`config.mk`:
```
export PLATFORM = sky130hd
export DESIGN_NAME = collide_ctrl
export DESIGN_NICKNAME = d
export VERILOG_FILES = /design/src/rtl/collide_ctrl.sv
export SDC_FILE = /design/constraint.sdc
export NUM_CORES = 1
export LEC_CHECK = 0
export ABC_AREA = 1
export CAP_MARGIN = 30
export CORE_MARGIN = 3
export CORE_UTILIZATION = 45
export CTS_CLUSTER_DIAMETER = 50
export CTS_CLUSTER_SIZE = 12
export DETAILED_ROUTE_END_ITERATION = 7
export GPL_TIMING_DRIVEN = 0
export MAX_ROUTING_LAYER = met4
export PLACE_DENSITY = 0.85
export SETUP_SLACK_MARGIN = 0.4
export SYNTH_ARGS = -nofsm -noshare
export SYNTH_HDL_FRONTEND = slang
export SYNTH_SLANG_ARGS = --single-unit
```
`constraint.sdc`:
```
create_clock -name clk_25MHz -period 2 [get_ports clk_25MHz]
set_input_delay 0.5 -clock clk_25MHz [delete_from_list [all_inputs] [get_ports clk_25MHz]]
set_output_delay 0.5 -clock clk_25MHz [all_outputs]
set_load 0.02 [all_outputs]
```
`src/rtl/collide_ctrl.sv`:
```
// collide_ctrl -- game supervisor for the runner game.
//
// Watches the obstacle ("tree") and player ("dino") bounding boxes once per
// obstacle update, declares a collision after HIT_COUNT consecutive overlapping
// samples, and sequences the game through IDLE -> RESET -> RUN -> OVER.
// Optionally counts obstacles that the player has cleared.
//
// Optional feature: define COLLIDE_CTRL_SCORE_EN to build the pass detector and
// score counter. Without it, score is tied to zero.
//
// Parameters
//   HIT_COUNT      consecutive overlapping samples that make a hit (1..7)
//   RST_PULSE_LEN  game_rst width in clk_25MHz cycles (1..15)
//   SCREEN_W       tree_x at or beyond this is treated as off-screen
//
// Ports
//   clk_25MHz      sole clock, rising edge
//   rst_n          asynchronous active-low reset
//   sample_tick    one-cycle strobe, once per obstacle update
//   start          level request to begin / restart a game
//   tree_*         obstacle position, extent and kind (kind 0 = none)
//   dino_*         player position and extent
//   game_rst       reset pulse to the obstacle and player blocks
//   stop           freeze level to the obstacle and player blocks
//   hit            one-cycle pulse when a collision is declared
//   state          IDLE=0, RESET=1, RUN=2, OVER=3
//   score          obstacles passed in the current game

module collide_ctrl #(
  parameter int HIT_COUNT     = 2,
  parameter int RST_PULSE_LEN = 4,
  parameter int SCREEN_W      = 640
) (
  input  logic        clk_25MHz,
  input  logic        rst_n,
  input  logic        sample_tick,
  input  logic        start,
  input  logic [9:0]  tree_x,
  input  logic [8:0]  tree_y,
  input  logic [9:0]  tree_size_x,
  input  logic [8:0]  tree_size_y,
  input  logic [3:0]  tree_state,
  input  logic [9:0]  dino_x,
  input  logic [8:0]  dino_y,
  input  logic [9:0]  dino_size_x,
  input  logic [8:0]  dino_size_y,
  output logic        game_rst,
  output logic        stop,
  output logic        hit,
  output logic [1:0]  state,
  output logic [15:0] score
);

  typedef enum logic [1:0] {
    IDLE  = 2'd0,
    RESET = 2'd1,
    RUN   = 2'd2,
    OVER  = 2'd3
  } state_t;

  localparam logic [10:0] SCREEN_W_L = 11'(SCREEN_W);
  localparam logic [2:0]  HIT_CNT_L  = 3'(HIT_COUNT);
  localparam logic [3:0]  PULSE_LAST = 4'(RST_PULSE_LEN - 1);

  state_t      state_q, state_nxt;
  logic [2:0]  hit_cnt_q, hit_cnt_nxt;
  logic [3:0]  pulse_cnt_q, pulse_cnt_nxt;
  logic        hit_q, hit_nxt;

  // Box edges are formed one bit wider than the coordinates so that an
  // object near the right/bottom limit cannot wrap around to a small value.
  logic [10:0] tree_x_end, dino_x_end;
  logic [9:0]  tree_y_end, dino_y_end;
  logic        obst_vld;
  logic        overlap;

  assign tree_x_end = {1'b0, tree_x} + {1'b0, tree_size_x};
  assign dino_x_end = {1'b0, dino_x} + {1'b0, dino_size_x};
  assign tree_y_end = {1'b0, tree_y} + {1'b0, tree_size_y};
  assign dino_y_end = {1'b0, dino_y} + {1'b0, dino_size_y};

  assign obst_vld = (tree_state != 4'd0) && (tree_size_y != 9'd0) &&
                    ({1'b0, tree_x} < SCREEN_W_L);

  assign overlap = obst_vld &&
                   ({1'b0, tree_x} < dino_x_end) && ({1'b0, dino_x} < tree_x_end) &&
                   ({1'b0, tree_y} < dino_y_end) && ({1'b0, dino_y} < tree_y_end);

  // Shared qualifiers used by both the FSM and the score path.
  logic       run_sample;
  logic       game_start;
  logic [2:0] hit_cnt_inc;
  logic       hit_now;

  assign run_sample  = (state_q == RUN) && sample_tick;
  assign game_start  = start && ((state_q == IDLE) || (state_q == OVER));
  assign hit_cnt_inc = hit_cnt_q + 3'd1;
  assign hit_now     = run_sample && overlap && (hit_cnt_inc == HIT_CNT_L);

  // State and control registers
  always_ff @(posedge clk_25MHz or negedge rst_n) begin
    if (!rst_n) begin
      state_q     <= IDLE;
      hit_cnt_q   <= 3'd0;
      pulse_cnt_q <= 4'd0;
      hit_q       <= 1'b0;
    end else begin
      state_q     <= state_nxt;
      hit_cnt_q   <= hit_cnt_nxt;
      pulse_cnt_q <= pulse_cnt_nxt;
      hit_q       <= hit_nxt;
    end
  end

  // Next-state and counter logic
  always_comb begin
    state_nxt     = state_q;
    hit_cnt_nxt   = hit_cnt_q;
    pulse_cnt_nxt = pulse_cnt_q;
    hit_nxt       = 1'b0;

    unique case (state_q)
      IDLE, OVER: begin
        if (start) begin
          state_nxt     = RESET;
          hit_cnt_nxt   = 3'd0;
          pulse_cnt_nxt = 4'd0;
        end
      end

      RESET: begin
        // pulse_cnt counts the RESET cycles already spent; leave after the last.
        if (pulse_cnt_q == PULSE_LAST) begin
          state_nxt = RUN;
        end else begin
          pulse_cnt_nxt = pulse_cnt_q + 4'd1;
        end
      end

      RUN: begin
        if (sample_tick) begin
          if (overlap) begin
            hit_cnt_nxt = hit_cnt_inc;
            if (hit_now) begin
              hit_nxt   = 1'b1;
              state_nxt = OVER;
            end
          end else begin
            hit_cnt_nxt = 3'd0;
          end
        end
      end

      default: begin
        state_nxt = IDLE;
      end
    endcase
  end

  assign state    = state_q;
  assign game_rst = (state_q == RESET);
  assign stop     = (state_q == OVER);
  assign hit      = hit_q;

`ifdef COLLIDE_CTRL_SCORE_EN
  // Pass detector: an obstacle counts once when its right edge first reaches
  // the player's left edge; the flag re-arms when the obstacle disappears or
  // a new obstacle appears at or to the right of the player.
  logic        passed_q;
  logic [15:0] score_q;
  logic        pass_geom;
  logic        pass_clr;

  assign pass_geom = obst_vld && (tree_x_end <= {1'b0, dino_x});
  assign pass_clr  = !obst_vld || (tree_x >= dino_x);

  // Score registers
  always_ff @(posedge clk_25MHz or negedge rst_n) begin
    if (!rst_n) begin
      passed_q <= 1'b0;
      score_q  <= 16'd0;
    end else if (game_start) begin
      score_q <= 16'd0;
    end else if (run_sample) begin
      if (pass_geom) begin
        passed_q <= 1'b1;
        // A hit on the same sample wins; score also saturates.
        if (!passed_q && !hit_now && (score_q != 16'hFFFF)) begin
          score_q <= score_q + 16'd1;
        end
      end else if (pass_clr) begin
        passed_q <= 1'b0;
      end
    end
  end

  assign score = score_q;
`else
  assign score = 16'd0;
`endif

endmodule
```
==> results.md <==
- Status: finished with violations
- Failing checks: negative setup slack
- Effective utilization at floorplan: 47.13%
- First-pass GRT wire length: 13860 um
- Largest vdd supply drop: 0.0005088 V
- I/O Buffers: 88
- Share of synthesized area occupied by flip-flops and latches: 8.220%
- Total die area: 7788 um^2
- Clock tree skew after final layout: 0.0008380 ns
- Leakage power total: 2.471 nW
- Maximum fanout encountered on the critical timing path: 3
- Number of DRC violations after detailed-routing iteration 0: 126
- Antenna cell count: 0
- Insertion delay to the later sink of the worst-skew pair: 0.24 ns
- DP Wirelength: 6716 um
- Flip-flop cell with the highest count after synthesis: sky130_fd_sc_hd__dfrtp_1
- Cell count after synthesis: 436
- Setup repair after global routing missed its margin: yes
- Synthesized flop and latch total: 10
- Layout cell share with drive strength beyond 1: 31.94%
- Crit. Startpoint: dino_x[5]
- Number of standard cells in the final layout excluding fillers: 653
- Beginning of the worst register-to-register path: state[0]
- Number of enable flip-flop cells after synthesis: 0
- Clock tree from TritonCTS: yes
- Main area contributors after synthesis: sky130_fd_sc_hd__ha_1 (32%), sky130_fd_sc_hd__nand2_1 (12%), sky130_fd_sc_hd__dfrtp_1 (8.2%)
- Origin of the worst min-delay path: hit_cnt_q[2]
- Max Slew Vio Count: 0
- Netlist area before placement: 3044 um^2
- Leading post-synthesis cells by instance count: sky130_fd_sc_hd__nand2_1 (95), sky130_fd_sc_hd__ha_1 (79), sky130_fd_sc_hd__inv_1 (56)
- Total wire length: 10270 um
- Worst hold slack after final layout: 0.5154 ns
- Number of instances on the worst hold path: 2
- F_max: 325.9 MHz
- Overall routing resource usage: 22.60%
- Site row count: 29
- Power density of the placed cells: 567.2 nW/um^2
- Number of antenna violations at the first check in global routing: 0
- Clock Pin Slew Worst Setup and Hold Paths: 0.05 ns
- Synth unique cells: 29
- Path type of the worst min-delay path: reg2reg
- Hold violation total from the final report: 0
- Antenna Nets Post-Route: 0
- Number of placed cells counting well taps: 616
- Number of detailed-routing iterations run before antenna repair: 4
- Syn_area_per_cell: 6.982 um^2
- # clock sinks: 10
- Share of synthesized flip-flops with an asynchronous set or reset: 100.0%
- Y dimension of the die: 88.25 um
- Maximum clock path buffer count: 2
- Post-placement setup slack: -1.588 ns
- Count of pins on the block boundary: 105
- Number of remaining DRC errors: 0
- Signed area change from the synthesized netlist to the final layout: 64.65%
- Number of inserted filler cells in the final layout: 422
- Cell at the root of the clock tree: sky130_fd_sc_hd__clkbuf_8
- Final Setup Violations: 6
- H-tree depth: 1
- Number of warning messages in the yosys log: 0
- Yosys top cell by area: sky130_fd_sc_hd__ha_1
- Max-Cap Viols: 0
- Final setup margin: -1.068 ns
- Cell depth of the worst flop-to-flop path: 9
- Width of the die: 88.25 um
- Data required time at the worst endpoint: 2.18 ns
- Number of vias per cell: 5.381
- Data arrival time at the worst-slack endpoint: 3.25 ns
- Vias after detailed routing: 3514
- Maximum number of pins on one net before global-route repair: 11
- Type of element launching the critical path: primary input
- Post-CTS Hold Buffers: 0
- Type of the worst setup path: in2reg
- Net count reported at finish: 744
- Core area: 6459 um^2
- Number of global-route vias before repair: 3438
- Share of the synthesized area in the top cell type: 32.47%
- Post-route fraction of the period consumed by the critical path: 153.4%
- Clock buffer count from CTS: 3
- Fin crit period: 3.068 ns
- Nature of the critical path endpoint: flop
- Cell with the most instances after synthesis: sky130_fd_sc_hd__nand2_1
- Average wire per cell in the routed design: 15.73 um
- Weighted congestion at the end of routability-driven global placement: 0.8748
- GR Overflow Total: 0
-- logic make-up after synthesis --
group           count (synthesis)  share of synthesized area (%)
fa+ha+maj                      83                          35.10
simple gates                  157                          21.29
flops                          10                          8.220
compound gates                 80                          14.92
buf+inv                        72                          10.85
other cells                     1                         0.1232
xor+xnor                       33                          9.494
-- worst paths after layout --
kind                                  end  slack (ns)
min in group asynchronous  pulse_cnt_q[0]        0.58
max reg2reg                  hit_cnt_q[0]        0.21
min                          hit_cnt_q[2]        0.52
max                                   hit       -1.07
max in group asynchronous    hit_cnt_q[0]        1.09
min reg2reg                  hit_cnt_q[2]        0.52
-- through the flow --
stage	instance area, um^2	setup TNS, ns	util (%)	total power (W)
finish	5012	-6.069	77.61	0.002843
floorplan	3187	-3.647	-	0.001534
detailed placement	4164	-8.924	64.47	0.002071
global route	5012	-6.736	77.61	0.003104
CTS	4674	-5.199	72.38	0.002497
global placement	4164	-8.437	64.47	0.001985
-- placed cells by master, fill, tap and decap left out, types with 3 or more instances in the layout --
cell type	Yosys	layout
sky130_fd_sc_hd__clkdlybuf4s50_1	0	35
sky130_fd_sc_hd__buf_4	16	45
sky130_fd_sc_hd__nand4_1	4	4
sky130_fd_sc_hd__nor2_4	0	3
sky130_fd_sc_hd__clkbuf_8	0	4
sky130_fd_sc_hd__a21o_1	7	7
sky130_fd_sc_hd__o21ai_0	13	4
sky130_fd_sc_hd__xnor2_1	10	8
sky130_fd_sc_hd__clkdlybuf4s15_1	0	5
sky130_fd_sc_hd__inv_2	0	5
sky130_fd_sc_hd__ha_4	0	26
sky130_fd_sc_hd__nor2_1	33	30
sky130_fd_sc_hd__conb_1	1	16
sky130_fd_sc_hd__a21oi_2	0	13
sky130_fd_sc_hd__o21ai_2	0	6
sky130_fd_sc_hd__a21oi_4	0	7
sky130_fd_sc_hd__a31oi_1	6	3
sky130_fd_sc_hd__inv_4	0	5
sky130_fd_sc_hd__buf_2	0	9
sky130_fd_sc_hd__inv_1	56	46
sky130_fd_sc_hd__dlygate4sd2_1	0	19
sky130_fd_sc_hd__fa_2	0	4
sky130_fd_sc_hd__xor2_1	23	22
sky130_fd_sc_hd__clkbuf_2	0	11
sky130_fd_sc_hd__dlymetal6s2s_1	0	4
sky130_fd_sc_hd__dfrtp_1	10	10
sky130_fd_sc_hd__nand2_1	95	81
sky130_fd_sc_hd__a21oi_1	42	22
sky130_fd_sc_hd__nor3_2	1	4
sky130_fd_sc_hd__o21ai_1	2	3
sky130_fd_sc_hd__nand2_2	2	14
sky130_fd_sc_hd__ha_1	79	51
sky130_fd_sc_hd__nand3_1	13	12
sky130_fd_sc_hd__buf_6	0	6
-- metal layers --
layer  wire (um)  vias to the layer above  global-route usage, %
met5           0                        -                      -
met4         462                        0                  6.319
met3         420                       42                  1.676
met2        5510                      142                  45.82
met1        3875                     1620                  22.69
li1            -                     1710                      -
-- layout make-up --
class | instances | area (um^2) | share of cell area [%]
Timing Repair Buffer | 121 | 1044 | 20.82
Clock buffer | 4 | 55.05 | 1.098
Inverter | 56 | 222.7 | 4.443
Sequential cell | 10 | 250.2 | 4.993
Buffer | 16 | 120.1 | 2.396
Tap cell | 77 | 96.34 | 1.922
Multi-Input combinational cell | 369 | 3224 | 64.33
-- registers in the layout (all words and copies together), names as in the netlist --
| name | cells |
|---|---|
| pulse_cnt_q | 4 |
| hit_cnt_q | 3 |
| state | 2 |
| hit | 1 |
-- critical path: stages --
cell and delay [ns]:
sky130_fd_sc_hd__clkdlybuf4s15_1 0.24, sky130_fd_sc_hd__ha_4 0.32, sky130_fd_sc_hd__nand2_2 0.08, sky130_fd_sc_hd__nor3_4 0.26, sky130_fd_sc_hd__a21oi_4 0.11, sky130_fd_sc_hd__o21ai_0 0.32
sky130_fd_sc_hd__xnor2_1 0.21, sky130_fd_sc_hd__ha_1 0.29, sky130_fd_sc_hd__a21oi_1 0.17, sky130_fd_sc_hd__nand2_1 0.08, sky130_fd_sc_hd__nand2_1 0.06, sky130_fd_sc_hd__nand2_1 0.06
sky130_fd_sc_hd__nand2_2 0.09, sky130_fd_sc_hd__nand4_4 0.12, sky130_fd_sc_hd__buf_4 0.16, sky130_fd_sc_hd__buf_4 0.12, sky130_fd_sc_hd__inv_1 0.05
-- where the power goes --
group	leakage [nW]	internal [W]	total [W]	switching, W
clock network	0.0288	0.000174	0.000262	0.0000884
logic	2.31	0.00103	0.00225	0.00122
registers	0.132	0.000271	0.000335	0.0000640
-- what timing repair did --
| action | in CTS | in global routing |
|---|---|---|
| pin swaps | 72 | 66 |
| resized for setup | 157 | 92 |
| cloned | 0 | 0 |
| setup buffers | 21 | 12 |
| setup endpoints to repair | 15 | 12 |
Note: power is estimated with default switching activity, not from simulation.
